--- src/rtl/mat_vec_sequencer_pkg.sv ---
// Shared types and helpers for the matrix-by-vector sequencer.
package mat_vec_pkg;

  localparam int unsigned NUM_ROWS = 4;

  typedef enum logic [1:0] {
    IDLE   = 2'd0,
    ISSUE  = 2'd1,
    DRAIN  = 2'd2,
    OUTPUT = 2'd3
  } state_e;

  typedef logic [1:0] row_t;

  typedef struct packed {
    logic valid;
    row_t row;
  } tag_t;

  // Constant ONE: 1 for integer data, 1.0 in Q(W/2).(W/2) for fixed point.
  function automatic logic [63:0] one_value(input int unsigned width, input bit fixed_point);
    if (fixed_point) return 64'(64'd1 << (width / 2));
    return 64'd1;
  endfunction

endpackage

--- src/rtl/mat_vec_sequencer_if.sv ---
// Vertex in/out, matrix write and dot-stage operand bus of the sequencer.
interface mat_vec_sequencer_if
  import mat_vec_pkg::*;
#(
  parameter int unsigned WIDTH = 32
);
  localparam int unsigned VEC_W = 4 * WIDTH;

  logic             mat_wr_en;
  row_t             mat_wr_row;
  logic [VEC_W-1:0] mat_wr_data;
  logic             vin_valid;
  logic             vin_ready;
  logic [VEC_W-1:0] vin_data;
  logic [VEC_W-1:0] dp_x_out;
  logic [VEC_W-1:0] dp_y_out;
  logic             dp_valid_out;
  logic [WIDTH-1:0] dp_res_in;
  logic             vout_valid;
  logic             vout_ready;
  logic [VEC_W-1:0] vout_data;
  logic             busy;

  modport slave (
    input  mat_wr_en, mat_wr_row, mat_wr_data, vin_valid, vin_data, dp_res_in, vout_ready,
    output vin_ready, dp_x_out, dp_y_out, dp_valid_out, vout_valid, vout_data, busy
  );

  modport master (
    output mat_wr_en, mat_wr_row, mat_wr_data, vin_valid, vin_data, dp_res_in, vout_ready,
    input  vin_ready, dp_x_out, dp_y_out, dp_valid_out, vout_valid, vout_data, busy
  );

endinterface

--- src/rtl/mat_vec_sequencer_tag_pipe.sv ---
// Latency-matched {valid,row} shift register tracking operands inside the dot stage.
module issue_tag_pipe
  import mat_vec_pkg::*;
#(
  parameter int unsigned DEPTH = 3
) (
  input  logic clk_in,
  input  logic rst_n_in,
  input  tag_t tag_in,
  output tag_t tag_out
);

  tag_t stage_q [DEPTH];

  // Shift one stage per cycle; reset discards every tag in flight.
  always_ff @(posedge clk_in or negedge rst_n_in) begin
    if (!rst_n_in) begin
      for (int i = 0; i < int'(DEPTH); i++) stage_q[i] <= '0;
    end else begin
      stage_q[0] <= tag_in;
      for (int i = 1; i < int'(DEPTH); i++) stage_q[i] <= stage_q[i-1];
    end
  end

  assign tag_out = stage_q[DEPTH-1];

endmodule

--- src/rtl/mat_vec_sequencer.sv ---
// 4x4 matrix by 4-vector sequencer feeding an external dot-product stage.
// Optional build macro MATVEC_AFFINE_EN: skip row 3 and force output w to ONE.
module mat_vec_sequencer
  import mat_vec_pkg::*;
#(
  parameter int unsigned WIDTH       = 32,
  parameter bit          FIXED_POINT = 1'b0,
  parameter int unsigned DOT_LATENCY = 3
) (
  input logic               clk_in,
  input logic               rst_n_in,
  mat_vec_sequencer_if.slave bus
);

  localparam int unsigned      VEC_W = 4 * WIDTH;
  localparam logic [WIDTH-1:0] ONE   = WIDTH'(one_value(WIDTH, FIXED_POINT));
`ifdef MATVEC_AFFINE_EN
  localparam row_t LAST_ROW = 2'd2;
`else
  localparam row_t LAST_ROW = 2'd3;
`endif

  state_e state_q, state_d;
  row_t   cnt_q, cnt_d;
  logic   vin_ready_q, vin_ready_d;
  logic   busy_q, busy_d;
  logic   vout_valid_q, vout_valid_d;
  logic   accept_c;
  logic   issue_en_c;
  row_t   issue_row_c;

  logic [VEC_W-1:0] mat_q [NUM_ROWS];
  logic [WIDTH-1:0] result_q [NUM_ROWS];
  logic [VEC_W-1:0] row_data_c;
  logic [VEC_W-1:0] dp_x_q, dp_y_q;
  logic             dp_valid_q;
  row_t             dp_row_q;
  tag_t             tag_in, tag_out;

  // State and registered control outputs.
  always_ff @(posedge clk_in or negedge rst_n_in) begin
    if (!rst_n_in) begin
      state_q      <= IDLE;
      cnt_q        <= '0;
      vin_ready_q  <= 1'b0;
      busy_q       <= 1'b0;
      vout_valid_q <= 1'b0;
    end else begin
      state_q      <= state_d;
      cnt_q        <= cnt_d;
      vin_ready_q  <= vin_ready_d;
      busy_q       <= busy_d;
      vout_valid_q <= vout_valid_d;
    end
  end

  // Next state, row issue selection and next values of registered outputs.
  always_comb begin
    state_d      = state_q;
    cnt_d        = cnt_q;
    vout_valid_d = vout_valid_q;
    accept_c     = 1'b0;
    issue_en_c   = 1'b0;
    issue_row_c  = cnt_q;
    unique case (state_q)
      IDLE: begin
        if (bus.vin_valid && vin_ready_q) begin
          accept_c    = 1'b1;
          issue_en_c  = 1'b1;
          issue_row_c = 2'd0;
          cnt_d       = 2'd1;
          state_d     = ISSUE;
        end
      end
      ISSUE: begin
        issue_en_c  = 1'b1;
        issue_row_c = cnt_q;
        cnt_d       = row_t'(cnt_q + 2'd1);
        if (cnt_q == LAST_ROW) state_d = DRAIN;
      end
      DRAIN: begin
        // Results return in issue order, so the last row closes the vertex.
        if (tag_out.valid && (tag_out.row == LAST_ROW)) begin
          state_d      = OUTPUT;
          vout_valid_d = 1'b1;
        end
      end
      OUTPUT: begin
        if (bus.vout_ready) begin
          state_d      = IDLE;
          vout_valid_d = 1'b0;
        end
      end
      default: state_d = IDLE;
    endcase
    vin_ready_d = (state_d == IDLE);
    busy_d      = (state_d != IDLE);
  end

  // A write landing on the same edge as the issue is forwarded to the operand.
  assign row_data_c = (bus.mat_wr_en && (bus.mat_wr_row == issue_row_c)) ? bus.mat_wr_data
                                                                         : mat_q[issue_row_c];

  // Matrix storage, identity after reset.
  always_ff @(posedge clk_in or negedge rst_n_in) begin
    if (!rst_n_in) begin
      for (int r = 0; r < int'(NUM_ROWS); r++)
        for (int c = 0; c < int'(NUM_ROWS); c++)
          mat_q[r][c*WIDTH +: WIDTH] <= (r == c) ? ONE : '0;
    end else if (bus.mat_wr_en) begin
      mat_q[bus.mat_wr_row] <= bus.mat_wr_data;
    end
  end

  // Operand registers; values hold while no row is issued.
  always_ff @(posedge clk_in or negedge rst_n_in) begin
    if (!rst_n_in) begin
      dp_valid_q <= 1'b0;
      dp_row_q   <= '0;
      dp_x_q     <= '0;
      dp_y_q     <= '0;
    end else begin
      dp_valid_q <= issue_en_c;
      if (issue_en_c) begin
        dp_x_q   <= row_data_c;
        dp_row_q <= issue_row_c;
      end
      if (accept_c) dp_y_q <= bus.vin_data;
    end
  end

  assign tag_in = '{valid: dp_valid_q, row: dp_row_q};

  issue_tag_pipe #(
    .DEPTH (DOT_LATENCY)
  ) u_tag_pipe (
    .clk_in   (clk_in),
    .rst_n_in (rst_n_in),
    .tag_in   (tag_in),
    .tag_out  (tag_out)
  );

  // Result slots written by the emerging tag's row.
  always_ff @(posedge clk_in or negedge rst_n_in) begin
    if (!rst_n_in) begin
      for (int i = 0; i < int'(NUM_ROWS); i++) result_q[i] <= '0;
    end else begin
`ifdef MATVEC_AFFINE_EN
      if (accept_c) result_q[3] <= ONE;
`endif
      if (tag_out.valid) result_q[tag_out.row] <= bus.dp_res_in;
    end
  end

  assign bus.vin_ready    = vin_ready_q;
  assign bus.busy         = busy_q;
  assign bus.vout_valid   = vout_valid_q;
  assign bus.vout_data    = {result_q[3], result_q[2], result_q[1], result_q[0]};
  assign bus.dp_valid_out = dp_valid_q;
  assign bus.dp_x_out     = dp_x_q;
  assign bus.dp_y_out     = dp_y_q;

endmodule

--- src/flat_wrapper.sv ---
// flat-port wrapper written by rule: the top's interface ports become plain ports
module mat_vec_sequencer_flat import mat_vec_pkg::*;
#(
  parameter int unsigned WIDTH       = 32,
  parameter bit          FIXED_POINT = 1'b0,
  parameter int unsigned DOT_LATENCY = 3
)
  (clk_in, rst_n_in, bus_mat_wr_en, bus_mat_wr_row, bus_mat_wr_data, bus_vin_valid, bus_vin_data, bus_dp_res_in, bus_vout_ready, bus_vin_ready, bus_dp_x_out, bus_dp_y_out, bus_dp_valid_out, bus_vout_valid, bus_vout_data, bus_busy);
  mat_vec_sequencer_if #(.WIDTH(WIDTH)) bus_i ();
  input logic clk_in;
  input logic rst_n_in;
  input wire logic [$bits(bus_i.mat_wr_en)-1:0] bus_mat_wr_en;
  input wire logic [$bits(bus_i.mat_wr_row)-1:0] bus_mat_wr_row;
  input wire logic [$bits(bus_i.mat_wr_data)-1:0] bus_mat_wr_data;
  input wire logic [$bits(bus_i.vin_valid)-1:0] bus_vin_valid;
  input wire logic [$bits(bus_i.vin_data)-1:0] bus_vin_data;
  input wire logic [$bits(bus_i.dp_res_in)-1:0] bus_dp_res_in;
  input wire logic [$bits(bus_i.vout_ready)-1:0] bus_vout_ready;
  output wire logic [$bits(bus_i.vin_ready)-1:0] bus_vin_ready;
  output wire logic [$bits(bus_i.dp_x_out)-1:0] bus_dp_x_out;
  output wire logic [$bits(bus_i.dp_y_out)-1:0] bus_dp_y_out;
  output wire logic [$bits(bus_i.dp_valid_out)-1:0] bus_dp_valid_out;
  output wire logic [$bits(bus_i.vout_valid)-1:0] bus_vout_valid;
  output wire logic [$bits(bus_i.vout_data)-1:0] bus_vout_data;
  output wire logic [$bits(bus_i.busy)-1:0] bus_busy;
  assign bus_i.mat_wr_en = bus_mat_wr_en;
  assign bus_i.mat_wr_row = bus_mat_wr_row;
  assign bus_i.mat_wr_data = bus_mat_wr_data;
  assign bus_i.vin_valid = bus_vin_valid;
  assign bus_i.vin_data = bus_vin_data;
  assign bus_i.dp_res_in = bus_dp_res_in;
  assign bus_i.vout_ready = bus_vout_ready;
  assign bus_vin_ready = bus_i.vin_ready;
  assign bus_dp_x_out = bus_i.dp_x_out;
  assign bus_dp_y_out = bus_i.dp_y_out;
  assign bus_dp_valid_out = bus_i.dp_valid_out;
  assign bus_vout_valid = bus_i.vout_valid;
  assign bus_vout_data = bus_i.vout_data;
  assign bus_busy = bus_i.busy;
  mat_vec_sequencer #(.WIDTH(WIDTH), .FIXED_POINT(FIXED_POINT), .DOT_LATENCY(DOT_LATENCY)) u_core (.clk_in(clk_in), .rst_n_in(rst_n_in), .bus(bus_i));
endmodule
--- config.mk ---
export PLATFORM = sky130hd
export DESIGN_NAME = mat_vec_sequencer_flat
export DESIGN_NICKNAME = d
export VERILOG_FILES = /design/src/rtl/mat_vec_sequencer_pkg.sv /design/src/rtl/mat_vec_sequencer_if.sv /design/src/rtl/mat_vec_sequencer_tag_pipe.sv /design/src/rtl/mat_vec_sequencer.sv /design/src/flat_wrapper.sv
export SDC_FILE = /design/constraint.sdc
export NUM_CORES = 2
export LEC_CHECK = 0
export ABC_AREA = 1
export CAP_MARGIN = 20
export CORE_UTILIZATION = 45
export CTS_CLUSTER_DIAMETER = 120
export CTS_CLUSTER_SIZE = 10
export DETAILED_ROUTE_END_ITERATION = 6
export GPL_TIMING_DRIVEN = 1
export PLACE_DENSITY = 0.7
export RECOVER_POWER = 25
export SLEW_MARGIN = 30
export SYNTH_ARGS = -nofsm -noshare
export SYNTH_HDL_FRONTEND = slang
export SYNTH_HIERARCHICAL = 1
export SYNTH_SLANG_ARGS = --single-unit
--- constraint.sdc ---
create_clock -name clk_in -period 4.7 [get_ports clk_in]
set_input_delay 1.41 -clock clk_in [delete_from_list [all_inputs] [get_ports clk_in]]
set_output_delay 1.41 -clock clk_in [all_outputs]
set_load 0.005 [all_outputs]
==> results.cfg <==
[timing]
worst_clock_skew_ns = 0.0251
fin_crit_sh = 0.751
hold_violations = 0
finalSetupViolations = 0
fmax_ghz = 0.283
rsz0062_at_grt = no
fin_crit_ns = 3.53
setup_tns_ns = 0
slew_violations = 114
hold_ws_ns = 0.349
worstMarginPinSlew_ns = 2.13
slew_headroom = -0.424

[final_layout]
multi_input_area_mm2 = 0.0146
utilization = 0.581
nFillCells = 7859
regArea_mm2 = 0.0229
area_delta_synth_final_pct = 27.0
nets = 5733
drive_above_1_share = 0.0591

[logic_synthesis]
yosys.area_share.xor_xnor = 0
synth-adder-area-share = 0.000313
synth_top_family_by_area = simple AND/OR/NAND/NOR gates
avgSynthCellArea_um2 = 8.11
netlist.area_leader.share = 0.571
synth_area_leader_cell = dfrtp_1
ys_seq_area_frac = 0.573
yosysMostFrequentCell = nand2_1
synth_area_mm2 = 0.0399
ys_top_cells_by_count = 2065 x nand2_1, 911 x dfrtp_1, 644 x o21ai_0, 523 x nand3_1, 298 x inv_1
synthCells = 4923
synth-compound-area-share = 0.0813
muxShareOfSynthArea = 0
synth_edf_count = 0
yosys-top-cells-area = dfrtp_1 57%, nand2_1 19%, o21ai_0 8.1%
async_flop_share = 1.00
yosysWarnings = 6
yosys.area_share.simple = 0.281
synth-main-ff-cell = dfrtp_1
ys_seq_elements = 915
ys_types = 20
syn_nets = 5219

[clock_tree]
cts.sinks = 915
cts-root-buf = clkbuf_16
cts.clk_slew.worst_paths_ns = 0.05
cts_buffers = 101
cts_resized = 0
htreeDepth = 3
cts_tree = yes
post-cts-setup-buffer-count = 0
postCtsHoldBufs = 0
insertion_delay_ns = 0.67
cts_buffer_depth = 3

[routing]
vias = 34700
drt.antenna.violating_nets = 0
avgRoutedWirePerCell_um = 19.3
drc_errors = 0
first_pass_iters = 6
wl_mm = 128
drtIter0Drc = 3368
drt-vias-per-instance = 5.22

[worst_setup_path]
end_kind = asynchronous set/reset pin
r2r_end = u_core/bus.vout_data[48]$_DFFE_PN0P_
required_ns = 5.25
crit_path_start_kind = input pin
cp_common_cell = clkbuf_2
r2r_slack_ns = 1.87
crit_fanout = 57
cp_top_family = buffers and inverters
timing.rr.start = u_core/u_tag_pipe/tag_out[1]$_DFF_PN0_
cp_cell_sequence = clkbuf_2 -> clkbuf_2
cp.buffers_inverters = 2
arrival_ns = 4.08
crit_slowest_cell = clkbuf_2
cp_num_cells = 2
max_stage_delay_ns = 1.41
r2r_cells = 3
critical_path_class = input pin to asynchronous set/reset pin

[die]
io_pins = 683
die_w_um = 300
die_area_mm2 = 0.0900
rows = 108
core_mm2 = 0.0873
start_util = 0.458
die_y_um = 300

[outcome]
status = finished with violations
violations = max-capacitance violations, max-slew violations

[grt]
antenna_found_initial = 17
grt_pass1_vias = 33100
grt_start_max_net_pins = 190
grt_pass1_wl_mm = 198
grt_util_all_layers = 0.282
grt_overflow = 0

[hold_path]
min_to = u_core/u_tag_pipe/tag_out[0]$_DFF_PN0_
holdPathStages = 0
min_path_type = flop to flop
min_from = u_core/u_tag_pipe/stage_q[3]$_DFF_PN0_

[place]
io_buffers = 682
globalplace.congestion = 0.917
dp_hpwl_mm = 80.8

[pwr]
power.leakage_nw = 25.4
p_total_w = 0.0320
powerDensity_mw_per_mm2 = 631
ir_drop_v = 0.000453

[run]
maxCapViolations = 2
[cells by family (layout without fill, tap and decap cells)]
| logic type | after synthesis | after routing |
|---|---|---|
| AOI/OAI and AO/OA | 647 | 647 |
| adders and majority gates | 1 | 1 |
| and+or+nand+nor | 2722 | 2722 |
| DFF | 915 | 915 |
| buffers and inverters | 638 | 1199 |
| other | 0 | 17 |
[worst max-delay path by stage]
stage                                           end  slack (ns)                                  from
2_1_floorplan  u_core/bus.dp_x_out[108]$_DFFE_PN0P_        2.11                         bus_vin_valid
3_3_place_gp    u_core/bus.dp_x_out[89]$_DFFE_PN0P_        0.90                         bus_vin_valid
3_5_place_dp    u_core/bus.dp_x_out[51]$_DFFE_PN0P_        0.82                         bus_vin_valid
4_1_cts                           bus_vout_data[77]        1.48  u_core/bus.vout_data[77]$_DFFE_PN0P_
5_1_grt         u_core/bus.dp_y_out[49]$_DFFE_PN0P_        0.76                              rst_n_in
6_report        u_core/bus.dp_y_out[46]$_DFFE_PN0P_        1.17                              rst_n_in
[final cells by class]
class,count,area share
sequential,915,0.451
multi-input combinational,3370,0.287
timing repair buffer,748,0.154
clock buffer,144,0.0538
tap,1155,0.0285
inverter,301,0.0224
clock inverter,6,0.00207
antenna,17,0.000838
[per-stage QoR]
step,worst slack (ns),instance area [um^2],std cells
2_1_floorplan,2.11,39900,4923
3_5_place_dp,0.820,47900,6488
5_1_grt,0.757,50700,6653
3_3_place_gp,0.896,47800,6487
4_1_cts,1.48,50700,6638
6_report,1.17,50700,6656
[layer usage]
metal  routed length, um  vias to the layer above  track usage  part of all wire
met5                  13                        -            0           0.00010
met4                3230                        2       0.0922             0.025
li1                    -                    16500            -                 -
met1               53700                    16700        0.378              0.42
met2               61500                     1328        0.465              0.48
met3                9860                      169       0.0505             0.077
[sequential cells by signal, summed over array words and instances (netlist names)]
register / cells
u_core/mat_q: 512
u_core/bus.dp_x_out: 128
u_core/bus.dp_y_out: 128
u_core/bus.vout_data: 128
u_core/u_tag_pipe/stage_q: 6
u_core/u_tag_pipe/tag_out: 3
u_core/cnt_q: 2
u_core/dp_row_q: 2
u_core/state_q: 2
u_core/bus.busy: 1
u_core/bus.dp_valid_out: 1
u_core/bus.vin_ready: 1
u_core/bus.vout_valid: 1
[report_power, final]
part	internal, W	total (W)	switching [W]
sequential	0.0103	0.0117	0.00137
combinational	0.00580	0.0133	0.00746
clock	0.00399	0.00711	0.00312
[cell usage in the layout, fill, tap and decap left out, drive strengths merged, types with 3 or more instances in the layout]
cell / synthesis / final
buf: 149 / 62
clkbuf: 188 / 149
clkdlybuf4s50: 0 / 652
clkinv: 0 / 3
dfrtp: 911 / 911
dfstp: 4 / 4
diode: 0 / 17
dlygate4sd3: 0 / 29
inv: 301 / 303
nand2: 2065 / 2065
nand3: 523 / 523
nor2: 5 / 5
o21ai: 644 / 644
or2: 128 / 128
Power figures use the tool's default switching activity.
